### src/rtl/load_store_unit_pkg.sv
// Shared load/store unit definitions: fun3 width codes, FSM states and the
// legality rule applied to an incoming memory op.
package load_store_unit_pkg;

    typedef enum logic [1:0] {
        ST_IDLE = 2'd0,
        ST_REQ  = 2'd1,
        ST_DONE = 2'd2
    } lsu_state_t;

    localparam logic [2:0] F3_B  = 3'b000;
    localparam logic [2:0] F3_H  = 3'b001;
    localparam logic [2:0] F3_W  = 3'b010;
    localparam logic [2:0] F3_BU = 3'b100;
    localparam logic [2:0] F3_HU = 3'b101;

    // Unsigned widths exist only for loads; H/W must be naturally aligned.
    function automatic logic lsu_illegal(input logic load, input logic store,
                                         input logic [2:0] fun3, input logic [1:0] off);
        logic bad;
        case (fun3)
            F3_B:    bad = 1'b0;
            F3_BU:   bad = store;
            F3_H:    bad = off[0];
            F3_HU:   bad = store | off[0];
            F3_W:    bad = (off != 2'b00);
            default: bad = 1'b1;
        endcase
        if (load && store) begin
            bad = 1'b1;
        end
        return bad;
    endfunction

endpackage

### src/rtl/load_store_unit_align.sv
// Combinational lane logic: store byte-enable/replicated data build, and
// load lane select with sign or zero extension.
module load_store_unit_align
    import load_store_unit_pkg::*;
(
    input  logic [2:0]  st_fun3,
    input  logic [1:0]  st_off,
    input  logic [31:0] store_data,
    input  logic [2:0]  ld_fun3,
    input  logic [1:0]  ld_off,
    input  logic [31:0] rdata,
    output logic [3:0]  wmask,
    output logic [31:0] wdata,
    output logic [31:0] ld_value
);

    logic [7:0]  ld_byte;
    logic [15:0] ld_half;

    always_comb begin
        wmask = 4'b1111;
        wdata = store_data;
        case (st_fun3)
            F3_B: begin
                wmask = 4'b0001 << st_off;
                wdata = {4{store_data[7:0]}};
            end
            F3_H: begin
                wmask = st_off[1] ? 4'b1100 : 4'b0011;
                wdata = {2{store_data[15:0]}};
            end
            default: ;
        endcase
    end

    always_comb begin
        case (ld_off)
            2'd0:    ld_byte = rdata[7:0];
            2'd1:    ld_byte = rdata[15:8];
            2'd2:    ld_byte = rdata[23:16];
            default: ld_byte = rdata[31:24];
        endcase
        ld_half = ld_off[1] ? rdata[31:16] : rdata[15:0];
        case (ld_fun3)
            F3_B:    ld_value = {{24{ld_byte[7]}}, ld_byte};
            F3_BU:   ld_value = {24'h0, ld_byte};
            F3_H:    ld_value = {{16{ld_half[15]}}, ld_half};
            F3_HU:   ld_value = {16'h0, ld_half};
            default: ld_value = rdata;
        endcase
    end

endmodule

### src/rtl/load_store_unit.sv
// MEM-stage load/store unit: validates the op, runs one dmem req/ready access
// and returns extended load data; stall is held from accept until the access ends.
module load_store_unit
    import load_store_unit_pkg::*;
#(
    parameter int unsigned TIMEOUT_CYCLES = 255
) (
    input  logic        clk,
    input  logic        rst,
    input  logic        mem_en,
    input  logic        Load,
    input  logic        Store,
    input  logic [2:0]  fun3,
    input  logic [31:0] addr,
    input  logic [31:0] store_data,
    output logic        stall,
    output logic [31:0] load_data,
    output logic        load_valid,
    output logic        lsu_fault,
    output logic        dmem_req,
    output logic        dmem_we,
    output logic [31:0] dmem_addr,
    output logic [31:0] dmem_wdata,
    output logic [3:0]  dmem_wmask,
    input  logic        dmem_ready,
    input  logic [31:0] dmem_rdata
);

    localparam logic [15:0] TO_LIMIT = 16'(TIMEOUT_CYCLES);
    localparam bit          TO_EN    = (TIMEOUT_CYCLES != 0);

    lsu_state_t  state, next_state;
    logic [29:0] cap_word;
    logic [1:0]  cap_off;
    logic [2:0]  cap_fun3;
    logic        cap_we;
    logic [31:0] cap_wdata;
    logic [3:0]  cap_wmask;
    logic [15:0] timer;
    logic        illegal_op, start, timeout_hit;
    logic [3:0]  new_wmask;
    logic [31:0] new_wdata, ld_value;

    load_store_unit_align u_align (
        .st_fun3    (fun3),
        .st_off     (addr[1:0]),
        .store_data (store_data),
        .ld_fun3    (cap_fun3),
        .ld_off     (cap_off),
        .rdata      (dmem_rdata),
        .wmask      (new_wmask),
        .wdata      (new_wdata),
        .ld_value   (ld_value)
    );

    assign illegal_op  = mem_en & (Load | Store) & lsu_illegal(Load, Store, fun3, addr[1:0]);
    assign start       = (state == ST_IDLE) & mem_en & (Load ^ Store) & ~illegal_op;
    // timer holds the number of REQ cycles already spent before this one
    assign timeout_hit = TO_EN & (state == ST_REQ) & ~dmem_ready & ((timer + 16'd1) == TO_LIMIT);

    always_ff @(posedge clk or negedge rst) begin
        if (!rst) begin
            state <= ST_IDLE;
        end else begin
            state <= next_state;
        end
    end

    always_comb begin
        next_state = state;
        case (state)
            ST_IDLE: if (start) next_state = ST_REQ;
            ST_REQ: begin
                if (dmem_ready)       next_state = ST_DONE;
                else if (timeout_hit) next_state = ST_IDLE;
            end
            ST_DONE: next_state = ST_IDLE;
            default: next_state = ST_IDLE;
        endcase
    end

    always_comb begin
        stall      = ((state == ST_IDLE) & start) | (state == ST_REQ);
        dmem_req   = (state == ST_REQ);
        dmem_we    = dmem_req & cap_we;
        dmem_addr  = dmem_req ? {cap_word, 2'b00} : 32'h0;
        dmem_wdata = dmem_req ? cap_wdata : 32'h0;
        dmem_wmask = dmem_req ? cap_wmask : 4'h0;
        load_valid = (state == ST_DONE) & ~cap_we;
    end

    always_ff @(posedge clk or negedge rst) begin
        if (!rst) begin
            cap_word  <= '0;
            cap_off   <= '0;
            cap_fun3  <= '0;
            cap_we    <= 1'b0;
            cap_wdata <= '0;
            cap_wmask <= '0;
            timer     <= '0;
            load_data <= '0;
            lsu_fault <= 1'b0;
        end else begin
            lsu_fault <= ((state == ST_IDLE) & illegal_op) | timeout_hit;
            if (start) begin
                cap_word  <= addr[31:2];
                cap_off   <= addr[1:0];
                cap_fun3  <= fun3;
                cap_we    <= Store;
                cap_wdata <= Store ? new_wdata : 32'h0;
                cap_wmask <= Store ? new_wmask : 4'h0;
                timer     <= '0;
            end else if (state == ST_REQ) begin
                timer <= timer + 16'd1;
                if (dmem_ready && !cap_we) begin
                    load_data <= ld_value;
                end
            end
        end
    end

endmodule

### config.mk
export PLATFORM = sky130hd
export DESIGN_NAME = load_store_unit
export DESIGN_NICKNAME = d
export VERILOG_FILES = /design/src/rtl/load_store_unit_pkg.sv /design/src/rtl/load_store_unit_align.sv /design/src/rtl/load_store_unit.sv
export SDC_FILE = /design/constraint.sdc
export NUM_CORES = 1
export LEC_CHECK = 0
export BUFFER_PORTS_ARGS = -buffer_cell sky130_fd_sc_hd__clkbuf_2
export CAP_MARGIN = 20
export CORE_UTILIZATION = 35
export CTS_CLUSTER_SIZE = 30
export DETAILED_ROUTE_END_ITERATION = 8
export SLEW_MARGIN = 15
export SYNTH_ARGS = -nofsm -noshare
export SYNTH_HDL_FRONTEND = slang
export SYNTH_HIERARCHICAL = 1
export SYNTH_SLANG_ARGS = --single-unit
export TNS_END_PERCENT = 100
### constraint.sdc
create_clock -name clk -period 2 [get_ports clk]
set_input_delay 0.1 -clock clk [delete_from_list [all_inputs] [get_ports clk]]
set_output_delay 0.1 -clock clk [all_outputs]
set_load 0.02 [all_outputs]
==> results.yml, run 1 <==
status:
  status: "finished, final reports clean"
finish:
  syn_to_final_growth_pct: 35.16
  diodes: 0
  fin_area_um2: 9306
  drive_above_1_share_pct: 40.11
  final_nets: 1041
  final_core_utilization_pct: 48.93
routing:
  vias_per_cell: 4.965
  dr.max_layer_used: "met4"
  drc_errors: 0
  ant_nets: 0
  wl_met1_um: 8747
  route.met3.wl_um: 1333
  wl_per_cell_um: 16.34
  vias: 5983
  drt_first_pass_iters: 5
  wirelength_um: 19690
  first_iter_violations: 278
  wl_met2_um: 9427
global_route:
  grt_pass1_vias: 5796
  grt_usage_pct: 19.74
  antenna_found_initial: 0
  grt_first_pass_wirelength_um: 30750
  grt_max_degree: 77
  grt_overflow_total: 0
placed_design:
  gp_routability_congestion: 0.8671
  hpwl_um: 13660
  portBuffers: 207
  placed_cell_area_um2: 8227
synth:
  yosysSeqAreaShare_pct: 44.70
  synth_ff_type: "dfrtp_1"
  synth-edff-count: 0
  synthesis.instances: 684
  postSynthAreaPerCell_um2: 10.07
  synth.most_common_cell: "dfrtp_1"
  synth.area.top_cells: "dfrtp_1, mux2_2, and2_1"
  synth_top_cell_by_area: "dfrtp_1"
  synthTopCellsByCount: "dfrtp_1, nand2_1, mux2_2"
  synth_seq_cells: 123
  synth_top_area_share_pct: 44.70
  yosysWarnings: 6
  syn_area_um2: 6885
  synth.distinct_cells: 61
  async_reset_ff_share_pct: 100.0
die:
  coreArea_um2: 19020
  dieArea_um2: 20240
  ios: 210
  start_util_pct: 36.20
  die_y_um: 142.3
  core.rowCount: 50
  fp.dieW_um: 142.3
setup_path:
  r2r_cells: 4
  worstPathArrival_ns: 1.77
  endpoint_kind: "primary output"
  r2r-start: "cap_off[1]"
  critical_path_required_ns: 1.90
  critPathMaxFanout: 9
  reg2reg_setup_slack_ns: 0.13
  start_kind: "flop"
  r2r-end: "load_data[12]"
  critPathKind: "flop to primary output"
pwr:
  netSwitchingFraction_pct: 34.39
  power.internal_mw: 6.926
  clockPowerShare_pct: 29.0
  switching_power_mw: 3.630
  p_leak_nw: 4.441
  p_comb_share_pct: 34.6
  powerDensity_nw_per_um2: 1134
  ir_drop_uv: 558.8
  seq_power_share_pct: 36.4
timing:
  maxSlewHeadroom_pct: 55.33
  hold_violations: 0
  period_minus_slack_ns: 1.873
  worst_slew_pin_slew_ns: 0.6676
  fmax_mhz: 533.9
  fin_crit_sh_pct: 93.65
  finalSetupViolCount: 0
  skew_ns: 0.008884
  final_max_slew_viol_count: 0
clock_tree:
  worst_skew_pair.late_latency_ns: 0.42
  cts_htree_levels: 4
  path_clk_slew_ns: 0.05
  cts_tree: "built"
  clock_sinks: 123
  cts_inserted_buffers: 17
  cts_buffer_depth: 2
  clockRootBuffer: "clkbuf_16"
worst_hold_path:
  min_from: "store_data[3]"
  hold_path_depth: 3
  hold_end: "cap_wdata[3]"
  min_path_type: "input pin to flop"
flow_run:
  max-cap-violations: 0
==> layer usage <==
| metal | track usage, % | vias up |
|---|---|---|
| li1 | - | 2855 |
| met1 | 25.83 | 2880 |
| met2 | 31.68 | 231 |
| met3 | 5.720 | 17 |
| met4 | 5.546 | 0 |
| met5 | 0 | - |
==> power groups by stage <==
stage | logic [mW] | registers (mW) | clock network [mW]
after global routing | 3.97 | 3.95 | 3.24
after CTS | 3.60 | 3.85 | 3.14
final | 3.65 | 3.84 | 3.07
after detailed placement | 3.52 | 3.88 | 0
after global placement | 3.46 | 3.86 | 0
after floorplan | 2.07 | 4.10 | 0
==> repair_timing <==
item / CTS / global route
endpoints found under the hold margin: 72 / 0
endpoints found under the setup margin: 3 / 15
gates resized for setup: 1 / 7
gates cloned: 0 / 1
buffers inserted: 0 / 8
hold buffers: 40 / 0
pin swaps: 0 / 1
==> logic make-up (layout without fill, tap and decap cells) <==
logic type / Yosys count / after routing / share of synthesized area [%]
compound gates: 117 / 118 / 10.67
xor+xnor: 15 / 15 / 1.908
fa+ha+maj: 4 / 4 / 0.7269
buf+inv: 75 / 334 / 5.724
flops: 123 / 123 / 44.70
mux: 100 / 100 / 17.52
other cells: 1 / 2 / 0.05446
simple gates: 249 / 249 / 18.70
==> cell usage in the layout, fill, tap and decap left out, drive strengths merged, types with 5 or more instances in the layout <==
master / Yosys / final
clkbuf: 26 / 231
dfrtp: 123 / 123
nand2: 93 / 93
mux2: 84 / 84
and2: 69 / 69
o21ai: 54 / 54
dlygate4sd3: 0 / 40
nor2: 39 / 39
buf: 31 / 38
a21oi: 20 / 20
inv: 18 / 18
xnor2: 10 / 10
o22ai: 9 / 9
nand3: 9 / 9
mux4: 8 / 8
a221o: 8 / 8
mux2i: 8 / 8
a22o: 7 / 7
a311oi: 7 / 7
nor3: 7 / 7
xor2: 5 / 5
nand4: 5 / 5
==> critical path: stages, from the launching register on <==
cell	delay, ns
dfrtp_1	0.40
nor3b_2	0.19
buf_4	0.15
nand2_1	0.12
a21o_4	0.26
nand2_1	0.08
clkbuf_2	0.16
==> worst max-delay path by stage <==
stage | startpoint | end | cells after the start
after global routing | timer[0] | state[0] | 6
final | state[0] | stall | 6
after floorplan | timer[1] | state[0] | 6
after detailed placement | cap_off[1] | load_data[29] | 4
after CTS | state[0] | stall | 6
after global placement | cap_off[1] | load_data[25] | 4
==> flip-flops by register name, summed over array words and instances (netlist names) <==
register / count
cap_fun3: 3
cap_off: 2
cap_wdata: 32
cap_we: 1
cap_wmask: 4
cap_word: 30
load_data: 32
lsu_fault: 1
state: 2
timer: 16
==> through the flow <==
step	setup WS (ns)	hold slack (ns)	total power, mW	std cells	TNS (ns)
2_1_floorplan	0.06990	-0.1956	6.169	685	0
3_3_place_gp	0.05431	0.1374	7.315	1125	0
3_5_place_dp	-0.0006157	0.1394	7.397	1125	-0.0006157
4_1_cts	0.03349	0.001893	10.60	1196	0
5_1_grt	-0.01408	0.03141	11.17	1205	-0.01408
6_report	0.1269	0.02557	10.56	1205	0
==> area by class of cell <==
cell class                      instances  area [µm²]
Clock buffer                           25       495.5
Clock inverter                          7       87.58
Fill cell                            1823        9712
Inverter                               18       67.56
Multi-Input combinational cell        488        3470
Sequential cell                       123        3082
Tap cell                              260       325.3
Timing Repair Buffer                  284        1779
Power figures use the tool's default switching activity.
==> run 2, diff against run 1 <==
==> constraint.sdc (replaced) <==
create_clock -name clk -period 2 [get_ports clk]
set_input_delay 0.3 -clock clk [delete_from_list [all_inputs] [get_ports clk]]
set_output_delay 0.3 -clock clk [all_outputs]
set_load 0.02 [all_outputs]
==> results.yml, run 2 (synthesized netlist as in run 1, its figures left out) <==
timing:
  maxSlewHeadroom_pct: 62.59
  final_max_slew_viol_count: 0
  fmax_mhz: 493.6
  hold_violations: 0
  period_minus_slack_ns: 2.026
  finalSetupViolCount: 1
  skew_ns: 0.004935
  rsz0062_at_grt: "yes"
  worst_slew_pin_slew_ns: 0.5612
  setup_slack_ns: -0.02588
  fin_crit_sh_pct: 101.3
die:
  fp.dieW_um: 142.3
  ios: 210
  dieArea_um2: 20240
  start_util_pct: 36.20
  core.rowCount: 50
  coreArea_um2: 19020
  die_y_um: 142.3
setup_path:
  critical_path_required_ns: 1.70
  worstPathArrival_ns: 1.73
  start_kind: "flop"
  crit_slowest_cell: "dfrtp_1"
  endpoint_kind: "primary output"
  critPathMaxFanout: 19
  critPathKind: "flop to primary output"
  path_cells: "nand2b_1 > clkinv_4 > buf_12 > and2_1 > clkbuf_4"
  cp_slowest_stage_delay_ns: 0.39
clock_tree:
  worst_skew_pair.late_latency_ns: 0.42
  clock_sinks: 123
  clockRootBuffer: "clkbuf_16"
  cts_buffer_depth: 2
  path_clk_slew_ns: 0.05
  cts_htree_levels: 4
  cts_inserted_buffers: 17
  cts_tree: "built"
global_route:
  grt_usage_pct: 19.61
  grt_pass1_vias: 5750
  grt_overflow_total: 0
  grt_max_degree: 56
  grt_first_pass_wirelength_um: 30260
  antenna_found_initial: 0
flow_run:
  max-cap-violations: 0
routing:
  drt_first_pass_iters: 5
  ant_nets: 0
  first_iter_violations: 291
  wirelength_um: 19390
  drc_errors: 0
  vias: 5800
  wl_per_cell_um: 16.66
  vias_per_cell: 4.983
finish:
  nFillCells: 1838
  final_nets: 999
  multi_input_area_um2: 3475
  ff_latch_area_um2: 3079
  syn_to_final_growth_pct: 31.11
  mostFrequentLayoutCells: "clkbuf_2, dfrtp_1, nand2_1"
  layout_top_registers: "cap_wdata (32), load_data (32), cap_word (30)"
  drive_above_1_share_pct: 41.09
  instances_no_fill: 1164
  final_common_cell: "clkbuf_2"
status:
  violations: "setup timing"
  status: "complete, but fails checks"
placed_design:
  gp_routability_congestion: 0.8759
  hpwl_um: 13410
  place_inst: 1126
  portBuffers: 207
worst_hold_path:
  min_path_type: "input pin to flop"
pwr:
  p_leak_nw: 4.290
  totalPowerFinal_mw: 10.56
  powerDensity_nw_per_um2: 1169
  ir_drop_uv: 687.6
## run 2: cell types whose count changed in the layout (fill, tap and decap cells not counted), moves of 2 or more
cell           before  now
buf_16              0    2
dfrtp_1           120  122
clkbuf_4            0   32
buf_4              33   27
dlygate4sd3_1      40    1
clkbuf_2          206  174
dfrtp_2             3    1
## run 2: final cells by class
class,instances,share of cell area (%)
multi-input combinational,488,38.49
tap,260,3.604
sequential,123,34.11
inverter,18,0.8039
antenna,1,0.02772
clock buffer,25,5.489
clock inverter,7,0.9702
timing repair buffer,242,16.51
## run 2: per-stage QoR
step                area (µm²)  TNS (ns)  util (%)  setup WS (ns)  hold slack (ns)
CTS                       8980    -1.265     47.22       -0.06142          0.07890
global route              9025    -1.770     47.45       -0.06113          0.08136
floorplan                 6890         0         -        0.05776         0.004409
global placement          8238         0     43.32        0.04734           0.3135
finish                    9027  -0.02588     47.47       -0.02588          0.09515
detailed placement        8238  -0.09037     43.32       -0.04391           0.3094
## run 2: critical path, delay by kind of cell (launching register included)
family | cells | cell delay [ns]
flops | 1 | 0.39
simple gates | 2 | 0.41
buf+inv | 3 | 0.50
## run 2: report_power, final
part	internal, mW	leakage [nW]	total, mW	switching [mW]
combinational	1.64	2.45	3.64	1.99
clock	1.96	0.287	3.05	1.10
sequential	3.32	1.55	3.86	0.546
## run 2: worst paths after layout
path / startpoint / end / slack [ns] / depth (start not counted)
max in group asynchronous: rst / cap_word[20] / 0.97 / 3
hold reg to reg: cap_wmask[3] / cap_wmask[3] / 0.47 / 2
hold / removal: addr[23] / cap_word[21] / 0.1 / 2
min in group asynchronous: rst / cap_word[0] / 0.45 / 2
setup / recovery: state[1] / dmem_wmask[3] / -0.03 / 5
setup reg to reg: cap_off[1] / load_data[8] / 0.07 / 4
## run 2: layer usage
layer  track usage [%]  vias up  part of all wire (%)  wire, µm
li1                  -     2776                     -         -
met1             25.78     2801                    44      8516
met2             30.93      200                    47      9179
met3             6.359       23                   7.2      1404
met4             5.207        0                   1.5       288
met5                 0        -                     0         0
## run 2: repair_timing
action,4_1_cts,5_1_grt
gates resized for setup,36,5
cloned,2,1
setup buffers,0,1
hold buffers,1,0
endpoints found under the setup margin,56,79
hold endpoints to repair,51,0
==> run 3, diff against run 2 <==
Settings changed: CORE_UTILIZATION 35 to 56, PLACE_DENSITY set to 0.86.
Clock period 2 ns to 2.42 ns, I/O delays scaled along.
==> results.yml, run 3 (synthesized netlist as in run 1, its figures left out) <==
status:
  status: "finished, final reports clean"
timing:
  hold_violations: 0
  period_minus_slack_ns: 2.237
  skew_ns: 0.01162
  tns_ns: 0
  fin_crit_sh_pct: 92.45
  finalSetupViolCount: 0
  worst_slew_pin_slew_ns: 0.7497
  maxSlewHeadroom_pct: 49.97
  fin_hold_ws_ns: 0.1567
  rsz0062_at_grt: "no"
  fmax_mhz: 447.0
  final_max_slew_viol_count: 0
finish:
  final_nets: 980
  drive_above_1_share_pct: 39.98
  multi_input_area_um2: 3437
  final_common_cell: "clkbuf_2"
  nFillCells: 894
  mostFrequentLayoutCells: "clkbuf_2, dfrtp_1, nand2_1"
  ff_latch_area_um2: 3078
  diodes: 0
  layout_top_registers: "cap_wdata (32), load_data (32), cap_word (30)"
  syn_to_final_growth_pct: 24.51
  instances_no_fill: 1030
routing:
  wl_met1_um: 7045
  dr.max_layer_used: "met4"
  vias_per_cell: 5.658
  drc_errors: 0
  wirelength_um: 17060
  ant_nets: 0
  route.met3.wl_um: 1337
  first_iter_violations: 394
  drt_first_pass_iters: 5
  wl_met2_um: 8241
  wl_per_cell_um: 16.56
  vias: 5828
die:
  die_y_um: 112.9
  dieArea_um2: 12740
  ios: 210
  fp.dieW_um: 112.9
  start_util_pct: 57.32
  coreArea_um2: 12010
  core.rowCount: 40
setup_path:
  r2r_cells: 6
  critPathKind: "flop to primary output"
  r2r-start: "timer[1]"
  start_kind: "flop"
  path_cells: "nand2b_2 > inv_2 > buf_12 > and2_1 > clkbuf_2"
  cp_slowest_stage_delay_ns: 0.39
  critical_path_required_ns: 2.06
  critPathMaxFanout: 76
  reg2reg_setup_slack_ns: 0.26
  worstPathArrival_ns: 1.87
  crit_slowest_cell: "dfrtp_1"
  critPathTopFamily: "buffers and inverters"
  endpoint_kind: "primary output"
  crit_buf_inv: 3
  r2r-end: "state[0]"
global_route:
  antenna_found_initial: 0
  grt_first_pass_wirelength_um: 28010
  grt_max_degree: 91
  grt_pass1_vias: 5775
  grt_usage_pct: 28.17
  grt_overflow_total: 0
clock_tree:
  cts_htree_levels: 4
  cts_inserted_buffers: 17
  clock_sinks: 123
  worst_skew_pair.late_latency_ns: 0.42
  path_clk_slew_ns: 0.05
  clockRootBuffer: "clkbuf_16"
  cts_buffer_depth: 2
  cts_tree: "built"
worst_hold_path:
  min_path_type: "input pin to flop"
  hold_end: "cap_word[24]"
  min_from: "addr[26]"
  hold_path_depth: 2
pwr:
  totalPowerFinal_mw: 8.455
  p_leak_nw: 4.175
  powerDensity_nw_per_um2: 986.2
  ir_drop_uv: 548.7
placed_design:
  portBuffers: 207
  gp_routability_congestion: 0.8763
  place_inst: 998
  hpwl_um: 11880
flow_run:
  max-cap-violations: 0
[run 3: cell count changes in the layout (fill, tap and decap cells not counted), moves of 2 or more]
cell / previous run / this run
buf_16: 2 / 0
buf_4: 27 / 12
clkbuf_8: 4 / 6
clkbuf_1: 4 / 2
clkbuf_4: 32 / 0
o2111ai_4: 2 / 0
clkbuf_2: 174 / 206
[run 3: worst reg2reg max path: cells and delay by family, from the launching register on]
family | cells | cell delay (ns)
flip-flops | 1 | 0.46
AO/OA/AOI/OAI | 3 | 0.48
AND/OR/NAND/NOR | 2 | 0.80
adder cells (fa/ha/maj) | 1 | 0.30
[run 3: layout make-up]
type	instances	area share (%)
clock buffer	25	6.013
multi-input combinational	487	40.09
clock inverter	6	0.7005
sequential	123	35.90
timing repair buffer	224	14.36
inverter	18	0.7881
tap	147	2.145
[run 3: worst max path at each step]
stage	start	end	slack (ns)	depth (start not counted)
detailed placement	mem_en	cap_word[23]	0.30	6
global route	state[0]	stall	0.05	5
finish	state[1]	dmem_addr[10]	0.18	5
floorplan	Store	stall	0.25	8
CTS	state[0]	stall	0.01	5
global placement	mem_en	cap_word[21]	0.35	6
[run 3: where the power goes]
group | internal (mW) | total, mW | switching, mW | leakage, nW
Sequential | 2.74 | 3.20 | 0.455 | 1.55
Clock | 1.56 | 2.44 | 0.879 | 0.281
Combinational | 1.24 | 2.82 | 1.58 | 2.34
Total | 5.54 | 8.46 | 2.91 | 4.18
[run 3: timing repair]
item / in CTS / in global routing
setup buffers: 0 / 0
hold buffers: 1 / 0
resized for setup: 0 / 2
hold endpoints to repair: 31 / 0
endpoints found under the setup margin: 0 / 3
[run 3: per-layer routing]
layer | vias to the layer above | global-route usage, %
li1 | 2737 | -
met1 | 2774 | 34.60
met2 | 269 | 46.79
met3 | 48 | 7.927
met4 | 0 | 12.11
met5 | - | 0
[run 3: stage by stage]
step	utilization, %	worst slack (ns)	area [µm²]
2_1_floorplan	-	0.2501	6889
3_3_place_gp	66.44	0.3509	7980
3_5_place_dp	66.44	0.3035	7980
4_1_cts	71.31	0.01444	8566
5_1_grt	71.38	0.05394	8573
6_report	71.38	0.1828	8573
